File: src/rtl/ncl_quat_pkg.sv
// Shared types and helpers for the 1-of-4 NCL receiver.
//   state_e      : handshake FSM states
//   QUAT_NULL    : all-rails-low (NULL) pattern
//   quat_onehot  : true when exactly one rail is high
//   quat_decode  : index of the high rail (valid only for one-hot input)
package ncl_quat_pkg;

  typedef enum logic {
    WAIT_DATA = 1'b0,
    WAIT_NULL = 1'b1
  } state_e;

  localparam logic [3:0] QUAT_NULL = 4'b0000;

  // Exactly one bit set: non-zero and clearing the lowest set bit leaves zero.
  function automatic logic quat_onehot(input logic [3:0] v);
    return (v != QUAT_NULL) && ((v & (v - 4'd1)) == QUAT_NULL);
  endfunction

  function automatic logic [1:0] quat_decode(input logic [3:0] v);
    logic [1:0] idx;
    idx = 2'd0;
    for (int k = 0; k < 4; k++) begin
      if (v[k]) idx = 2'(k);
    end
    return idx;
  endfunction

endpackage

File: src/rtl/ncl_rail_sync.sv
// Multi-flop synchronizer for a vector of NCL rails plus a stability filter.
//   clk, rst_n  : clock, async active-low reset
//   i_rails     : asynchronous rail vector
//   o_vec       : synchronized rail vector (registered)
//   o_stable_c  : o_vec has been unchanged for STABLE consecutive samples
module ncl_rail_sync #(
  parameter int unsigned W           = 4,
  parameter int unsigned SYNC_STAGES = 2,
  parameter int unsigned STABLE      = 2
) (
  input  logic         clk,
  input  logic         rst_n,
  input  logic [W-1:0] i_rails,
  output logic [W-1:0] o_vec,
  output logic         o_stable_c
);

  localparam int unsigned CNTW = (STABLE < 2) ? 1 : $clog2(STABLE + 1);
  localparam logic [CNTW-1:0] STABLE_C = CNTW'(STABLE);

  logic [W-1:0]    r_sync [SYNC_STAGES];
  logic [CNTW-1:0] r_cnt;
  logic            w_change;

  // The last stage is about to take a value different from its current one.
  assign w_change = (r_sync[SYNC_STAGES-2] != r_sync[SYNC_STAGES-1]);

  // Synchronizer chain
  always_ff @(posedge clk or negedge rst_n) begin
    if (!rst_n) begin
      for (int i = 0; i < SYNC_STAGES; i++) r_sync[i] <= '0;
    end else begin
      r_sync[0] <= i_rails;
      for (int i = 1; i < SYNC_STAGES; i++) r_sync[i] <= r_sync[i-1];
    end
  end

  // Counts samples of the last stage since it last changed, saturating at STABLE.
  always_ff @(posedge clk or negedge rst_n) begin
    if (!rst_n) begin
      r_cnt <= '0;
    end else if (w_change) begin
      r_cnt <= CNTW'(1);
    end else if (r_cnt != STABLE_C) begin
      r_cnt <= r_cnt + CNTW'(1);
    end
  end

  assign o_vec      = r_sync[SYNC_STAGES-1];
  assign o_stable_c = (r_cnt == STABLE_C);

endmodule

File: src/rtl/ncl_quat_rx.sv
// Clocked receiver for a 1-of-4 NCL link: filters the rails, runs the
// DATA/NULL handshake, queues decoded values in a FIFO, counts illegal patterns.
//   clk, init_n : clock, async active-low reset
//   quat        : NCL rails (async); quatack : completion back to the source
//   q_data/q_valid/q_ready : decoded-value output stream
//   err/err_cnt/err_clr    : sticky illegal-pattern flag, saturating count, clear
module ncl_quat_rx
  import ncl_quat_pkg::*;
#(
  parameter int unsigned SYNC_STAGES = 2,
  parameter int unsigned STABLE      = 2,
  parameter int unsigned DEPTH       = 2
) (
  input  logic       clk,
  input  logic       init_n,
  input  logic [3:0] quat,
  output logic       quatack,
  output logic [1:0] q_data,
  output logic       q_valid,
  input  logic       q_ready,
  output logic       err,
  output logic [7:0] err_cnt,
  input  logic       err_clr
);

  localparam int unsigned PW = (DEPTH < 2) ? 1 : $clog2(DEPTH);
  localparam int unsigned CW = $clog2(DEPTH + 1);
  localparam logic [CW-1:0] DEPTH_C = CW'(DEPTH);
  localparam logic [PW-1:0] LAST_C  = PW'(DEPTH - 1);

  logic [3:0]    w_vec;
  logic          w_stable;
  state_e        r_state, w_state_nxt;
  logic          w_push, w_err_evt, w_pop;
  logic          r_ack;
  logic [1:0]    r_mem [DEPTH];
  logic [PW-1:0] r_wptr, r_rptr, w_rptr_nxt;
  logic [CW-1:0] r_count, w_count_nxt, w_remain;
  logic [1:0]    r_qdata;
  logic          r_qvalid;
  logic          r_err;
  logic [7:0]    r_err_cnt;

  function automatic logic [PW-1:0] ptr_inc(input logic [PW-1:0] p);
    return (p == LAST_C) ? '0 : p + PW'(1);
  endfunction

  ncl_rail_sync #(
    .W           (4),
    .SYNC_STAGES (SYNC_STAGES),
    .STABLE      (STABLE)
  ) u_sync (
    .clk        (clk),
    .rst_n      (init_n),
    .i_rails    (quat),
    .o_vec      (w_vec),
    .o_stable_c (w_stable)
  );

  // Handshake decisions; full check uses the registered count only.
  always_comb begin
    w_state_nxt = r_state;
    w_push      = 1'b0;
    w_err_evt   = 1'b0;
    case (r_state)
      WAIT_DATA: begin
        if (w_stable) begin
          if (quat_onehot(w_vec)) begin
            if (r_count != DEPTH_C) begin
              w_push      = 1'b1;
              w_state_nxt = WAIT_NULL;
            end
          end else if (w_vec != QUAT_NULL) begin
            w_err_evt   = 1'b1;
            w_state_nxt = WAIT_NULL;
          end
        end
      end
      WAIT_NULL: begin
        if (w_stable && (w_vec == QUAT_NULL)) w_state_nxt = WAIT_DATA;
      end
      default: w_state_nxt = WAIT_DATA;
    endcase
  end

  always_ff @(posedge clk or negedge init_n) begin
    if (!init_n) begin
      r_state <= WAIT_DATA;
      r_ack   <= 1'b0;
    end else begin
      r_state <= w_state_nxt;
      r_ack   <= (w_state_nxt == WAIT_NULL);
    end
  end

  // FIFO bookkeeping. Entries pushed this cycle become visible one edge later,
  // so the next head is taken from entries already stored (count minus pop).
  assign w_pop       = r_qvalid & q_ready;
  assign w_rptr_nxt  = w_pop ? ptr_inc(r_rptr) : r_rptr;
  assign w_remain    = r_count - CW'(w_pop);
  assign w_count_nxt = r_count + CW'(w_push) - CW'(w_pop);

  always_ff @(posedge clk) begin
    if (w_push) r_mem[r_wptr] <= quat_decode(w_vec);
  end

  always_ff @(posedge clk or negedge init_n) begin
    if (!init_n) begin
      r_wptr   <= '0;
      r_rptr   <= '0;
      r_count  <= '0;
      r_qvalid <= 1'b0;
      r_qdata  <= 2'd0;
    end else begin
      if (w_push) r_wptr <= ptr_inc(r_wptr);
      r_rptr   <= w_rptr_nxt;
      r_count  <= w_count_nxt;
      r_qvalid <= (w_remain != '0);
      if (w_remain != '0) r_qdata <= r_mem[w_rptr_nxt];
    end
  end

  // Error flag and saturating counter; an error event beats a same-cycle clear.
  always_ff @(posedge clk or negedge init_n) begin
    if (!init_n) begin
      r_err     <= 1'b0;
      r_err_cnt <= 8'd0;
    end else if (w_err_evt) begin
      r_err <= 1'b1;
      if (err_clr)                r_err_cnt <= 8'd1;
      else if (r_err_cnt != 8'hFF) r_err_cnt <= r_err_cnt + 8'd1;
    end else if (err_clr) begin
      r_err     <= 1'b0;
      r_err_cnt <= 8'd0;
    end
  end

  assign quatack = r_ack;
  assign q_data  = r_qdata;
  assign q_valid = r_qvalid;
  assign err     = r_err;
  assign err_cnt = r_err_cnt;

endmodule

File: config.mk
export PLATFORM = sky130hd
export DESIGN_NAME = ncl_quat_rx
export DESIGN_NICKNAME = d
export VERILOG_FILES = /design/src/rtl/ncl_quat_pkg.sv /design/src/rtl/ncl_rail_sync.sv /design/src/rtl/ncl_quat_rx.sv
export SDC_FILE = /design/constraint.sdc
export NUM_CORES = 1
export LEC_CHECK = 0
export CAP_MARGIN = 20
export CORE_MARGIN = 10
export CORE_UTILIZATION = 30
export CTS_CLUSTER_SIZE = 12
export DETAILED_ROUTE_END_ITERATION = 12
export MAX_ROUTING_LAYER = met4
export SLEW_MARGIN = 20
export SYNTH_ARGS = -nofsm -noshare
export SYNTH_HDL_FRONTEND = slang
export SYNTH_SLANG_ARGS = --single-unit
File: constraint.sdc
create_clock -name clk -period 3.1 [get_ports clk]
set_clock_uncertainty 0.15 [all_clocks]
set_input_delay 0.775 -clock clk [delete_from_list [all_inputs] [get_ports clk]]
set_output_delay 0.775 -clock clk [all_outputs]
set_load 0.02 [all_outputs]
# After elaboration in Yosys (flattened, before gate mapping)
# Memory sizes are Yosys's and may differ from the RTL's. A register that Yosys moved wholly into a read port is not among the register bits.
# Cells that the tools add are included.
# word_totals
register_bits	25
latchBits	0
ramBits	4
romBits	0
out_inout_bits	13
memories	1
# classes
addsub	8
multipliers	0
div	0
n_lt_le_gt_ge	0
eq_ne	5
n_shift	0
muxes	29
bitwise_logic	3
n_reduce_logical	11
# mem_list
memory	words	word_bits	rd	rd_ports_with_merged_regs	wr	line_no	source
r_mem	2	2	1	1	1	ncl_quat_rx.sv:36	logic [1:0] r_mem [DEPTH];
# ops
cell	n
$mux 8	4
$mux 1	19
$mux 2	5
$add 8x1->8 const B	1
$logic_not 4->1	2
$ne 8x8->1 const B	1
$reduce_bool 2->1	4
$and 4x4->4	1
$ne 2x2->1 const B	2
$ne 4x4->1	1
$reduce_bool 4->1	1
$sub 2x1->2	2
$sub 4x1->4 const B	1
$add 1x1->1 const B	2
$add 2x1->2	1
$add 2x1->2 const B	1
$eq 2x2->1 const B	1
$logic_and 1x1->1	2
$pmux 1 s2	1
$reduce_and 2->1	1
$and 1x1->1	1
$logic_not 1->1	1
$not 1->1	1

# Logic depth before layout (Yosys ltp)
# depth
word_depth	9
ltp_mapped	7
depth_no_buf	7

# Modules after synthesis
# A second synthesis with hierarchy kept.
# unflattened
hier_cells	128
hier_area_um2	1443.9
# by_module_without_submodules
mod	n_inst	cells_per_inst	area_each_um2	seq_area_each_um2
ncl_quat_rx	1	102	1078.5	545.5
ncl_rail_sync	1	26	365.4	250.2

# Worst setup path before layout
# Ideal clock, no wire load.
# synth_path
path_kind	register -> register
start	register u_sync.r_cnt[0]
end	register r_err_cnt[5], in the netlist err_cnt[5]
setup_time_ns	0.125
arrival_time_ns	1.555
path_slack_ns	1.270
path_stages_with_launch	7
path_buffers	0
synth_period_minus_slack_ns	1.830
cell_sequence	dfrtp_1 inv_1 ha_1 and2b_2 o2111ai_4 nor3_2 mux2_4
# synth_via
elab_chain_len	5
elab_cells_between_ends	6
# synth_rtl
element	line_no	source
start: declaration	ncl_rail_sync.sv:22	logic [CNTW-1:0] r_cnt;
start signal: assignment	ncl_rail_sync.sv:45	r_cnt <= r_cnt + CNTW'(1);
$eq 2x2->1 (*)	ncl_rail_sync.sv:50	assign o_stable_c = (r_cnt == STABLE_C);
$mux 1 (*)	ncl_quat_rx.sv:67	if (w_stable) begin
$mux 1 (*)	ncl_quat_rx.sv:65	case (r_state)
$reduce_bool 2->1 (no line)	--	
$reduce_and 2->1 (no line)	--	
end signal: assignment	ncl_quat_rx.sv:131	else if (r_err_cnt != 8'hFF) r_err_cnt <= r_err_cnt + 8'd1;
end: declaration	ncl_quat_rx.sv:42	logic [7:0] r_err_cnt;
# Every way passes the cells marked *; elsewhere a longest branch is shown, timed or not.
# A chain may end at the register's enable or synchronous reset.

# Final worst setup path
# layout_path
start	register r_err_cnt[4], in the netlist err_cnt[4]
end	output err_cnt[4]
# layout_rtl
element	line_no	source
end: declaration	ncl_quat_rx.sv:22	output logic [7:0] err_cnt,
# No word-level cell between the ends.

==> reports/qor.yml <==
status: "completed"
worst_hold_slack_ps: 245
via_count: 1006
ir_drop_v: 0.000236
fin_cells: 219
drc_errors: 0
io_buffer_count: 20
cp_slowest_stage_delay_ps: 680
viasPerCell: 4.59
crit_type: "reg -> out"
synthCells: 125
yosys_warnings: 0
core_um2: 4720
diodes: 0
syn_area_per_cell_um2: 11.7
synth_top_cell_by_area: "dfrtp_1"
setup_slack_ps: 720
setup_violations: 0
min_to: "u_sync.o_vec[2]"
dp_slack_ps: 737
wirelength_mm: 2.80
cts-root-buf: "clkbuf_8"
drv_cap: 0
hold_class: "reg -> reg"
worstPathArrival_ps: 1460
worstPathMaxFanout: 7
critPathLaunch: "err_cnt[4]"
worstMarginPinSlew_ps: 422
reg2reg_depth: 6
gp_congestion: 0.847
leakage_uw: 0.000769
cts-buffers-inserted: 5
start_kind: "flop"
postRouteAntennaNets: 0
ys_ff_latch: 31
io_pins: 21
path_buf_inv: 1
synthTopCellsByArea: "dfrtp_1, edfxtp_1, xor2_1"
crit_cells: 1
die_h_um: 89.9
postCtsSetupBuffers: 0
cts.path.max_buffers: 2
start_util: 0.310
multi_input_area_um2: 632
cts_max_level: 2
cellPowerDensity_nw_per_um2: 578
fmax_mhz: 420
cp_cell_sequence: "clkdlybuf4s50_1"
netlist.area_leader.share: 0.461
grt_pass1_vias: 1110
insertion_delay_ps: 270
rsz0062_at_grt: "false"
fin_crit_ps: 2380
die_area_um2: 8080
slew_violations: 0
r2r_end: "err_cnt[5]"
cts_sinks: 31
r2r-start: "u_sync.r_cnt[0]"
wl_per_cell_um: 12.8
grt_first_pass_wirelength_mm: 5.05
hold_depth: 0
slew_headroom: 0.719
cts_tree: "built"
placementRows: 25
synth_fp_nets: 137
grt_overflow: 0
cts-hold-fix-buffers: 0
critPathTopFamily: "buffers and inverters"
place_hpwl_mm: 2.03
clk_pin_slew_ps: 60
antenna_found_initial: 0
layout.nets: 163
area_delta_synth_final_pct: 26.1
dp.cells: 211
period_share: 0.768
finalSetupTns_ps: 0
slowest_stage: "clkdlybuf4s50_1"
cp.required_ps: 2170
netlist_area_um2: 1470
hp-start: "u_sync.r_sync[6]"
synth.distinct_cells: 38
r2r_slack_ps: 1130
grt_usage: 0.0764
crit_path_end_kind: "primary output"
drive_gt1_frac: 0.132
n_fill_cell: 452
die_x_um: 89.9
register_area_um2: 796
first_iter_violations: 51
finalHoldViolations: 0
grt_max_degree: 28
final_core_util: 0.392
dr.pass1.iters: 2
yosysSeqAreaShare: 0.543
cts_resized: 0
==> Yosys cell counts <==
cell type  count
nand2_1        8
o2111a_2       1
nor3_2         1
dfrtp_1       27
nand3_1        3
ha_1           4
and3_1         3
o211ai_4       1
inv_1          8
o2111ai_4      1
o21ba_2        1
maj3_4         1
nor3_1         6
a311oi_1       1
nor4b_1        1
buf_2          1
o32ai_2        1
and2_1         2
xnor2_1        3
or3_4          1
nor2b_1        3
nor4_1         1
mux2i_1        4
mux2_4         1
nor2_1         9
nand4_1        1
o211a_4        1
and2b_2        1
xor2_1         7
clkbuf_1       1
edfxtp_1       4
o31a_1         1
a21oi_1        6
o21ai_0        4
a21o_1         1
nand2b_1       2
or2_2          1
a41oi_1        2
==> state kept, by name, summed over array words and instances, names as in the netlist <==
register,cells
u_sync.r_cnt,2
r_mem,4
r_count,2
q_valid,1
u_sync.r_sync,4
quatack,1
r_rptr,1
err_cnt,8
q_data,2
r_wptr,1
err,1
u_sync.o_vec,4
==> power by group <==
group,internal (µW),switching (µW),total [µW]
registers,464,30.1,494
clock network,202,136,339
logic,108,129,237
==> cell usage in the layout (no fill, tap or decap), types with 2 or more instances in the layout <==
cell             count
a21oi_1              6
a41oi_1              2
and2_1               2
and3_1               3
clkbuf_8             7
clkdlybuf4s50_1     20
dfrtp_1             27
edfxtp_1             4
ha_1                 4
inv_1                8
mux2i_1              4
nand2_1              8
nand2b_1             2
nand3_1              3
nor2_1               9
nor2b_1              3
nor3_1               6
o21ai_0              4
xnor2_1              3
xor2_1               7
==> cell families (layout without fill, tap and decap cells) <==
group / Yosys count / after routing / synth area share
multiplexers: 5 / 5 / 0.0375
buffers and inverters: 10 / 37 / 0.0264
adder cells (fa/ha/maj): 5 / 5 / 0.0435
AND/OR/NAND/NOR: 43 / 43 / 0.156
AO/OA/AOI/OAI: 21 / 21 / 0.134
XOR/XNOR: 10 / 10 / 0.0597
flip-flops: 31 / 31 / 0.543
==> area by class of cell <==
type | count | share of cell area
Tap cell | 67 | 0.0453
Multi-Input combinational cell | 84 | 0.342
Inverter | 8 | 0.0162
Clock buffer | 8 | 0.0541
Timing Repair Buffer | 21 | 0.112
Sequential cell | 31 | 0.430
==> layer usage <==
metal | global-route usage | wire (µm)
met1 | 0.0881 | 1320
met2 | 0.116 | 1300
met3 | 0.0316 | 148
met4 | 0.0292 | 29
met5 | - | 0
==> worst max-delay path by stage <==
stage / end / slack, ps
finish: err_cnt[4] / 720
floorplan: err_cnt[5] / 1270
detailed placement: q_data[0] / 740
global route: err_cnt[4] / 660
CTS: err_cnt[4] / 720
global placement: q_data[0] / 840
==> stage by stage <==
| stage | total power [µW] | cell area, µm² |
|---|---|---|
| 2_1_floorplan | 652 | 1470 |
| 3_3_place_gp | 730 | 1750 |
| 3_5_place_dp | 744 | 1750 |
| 4_1_cts | 1090 | 1850 |
| 5_1_grt | 1140 | 1850 |
| 6_report | 1070 | 1850 |
Note: power is estimated with default switching activity, not from simulation.
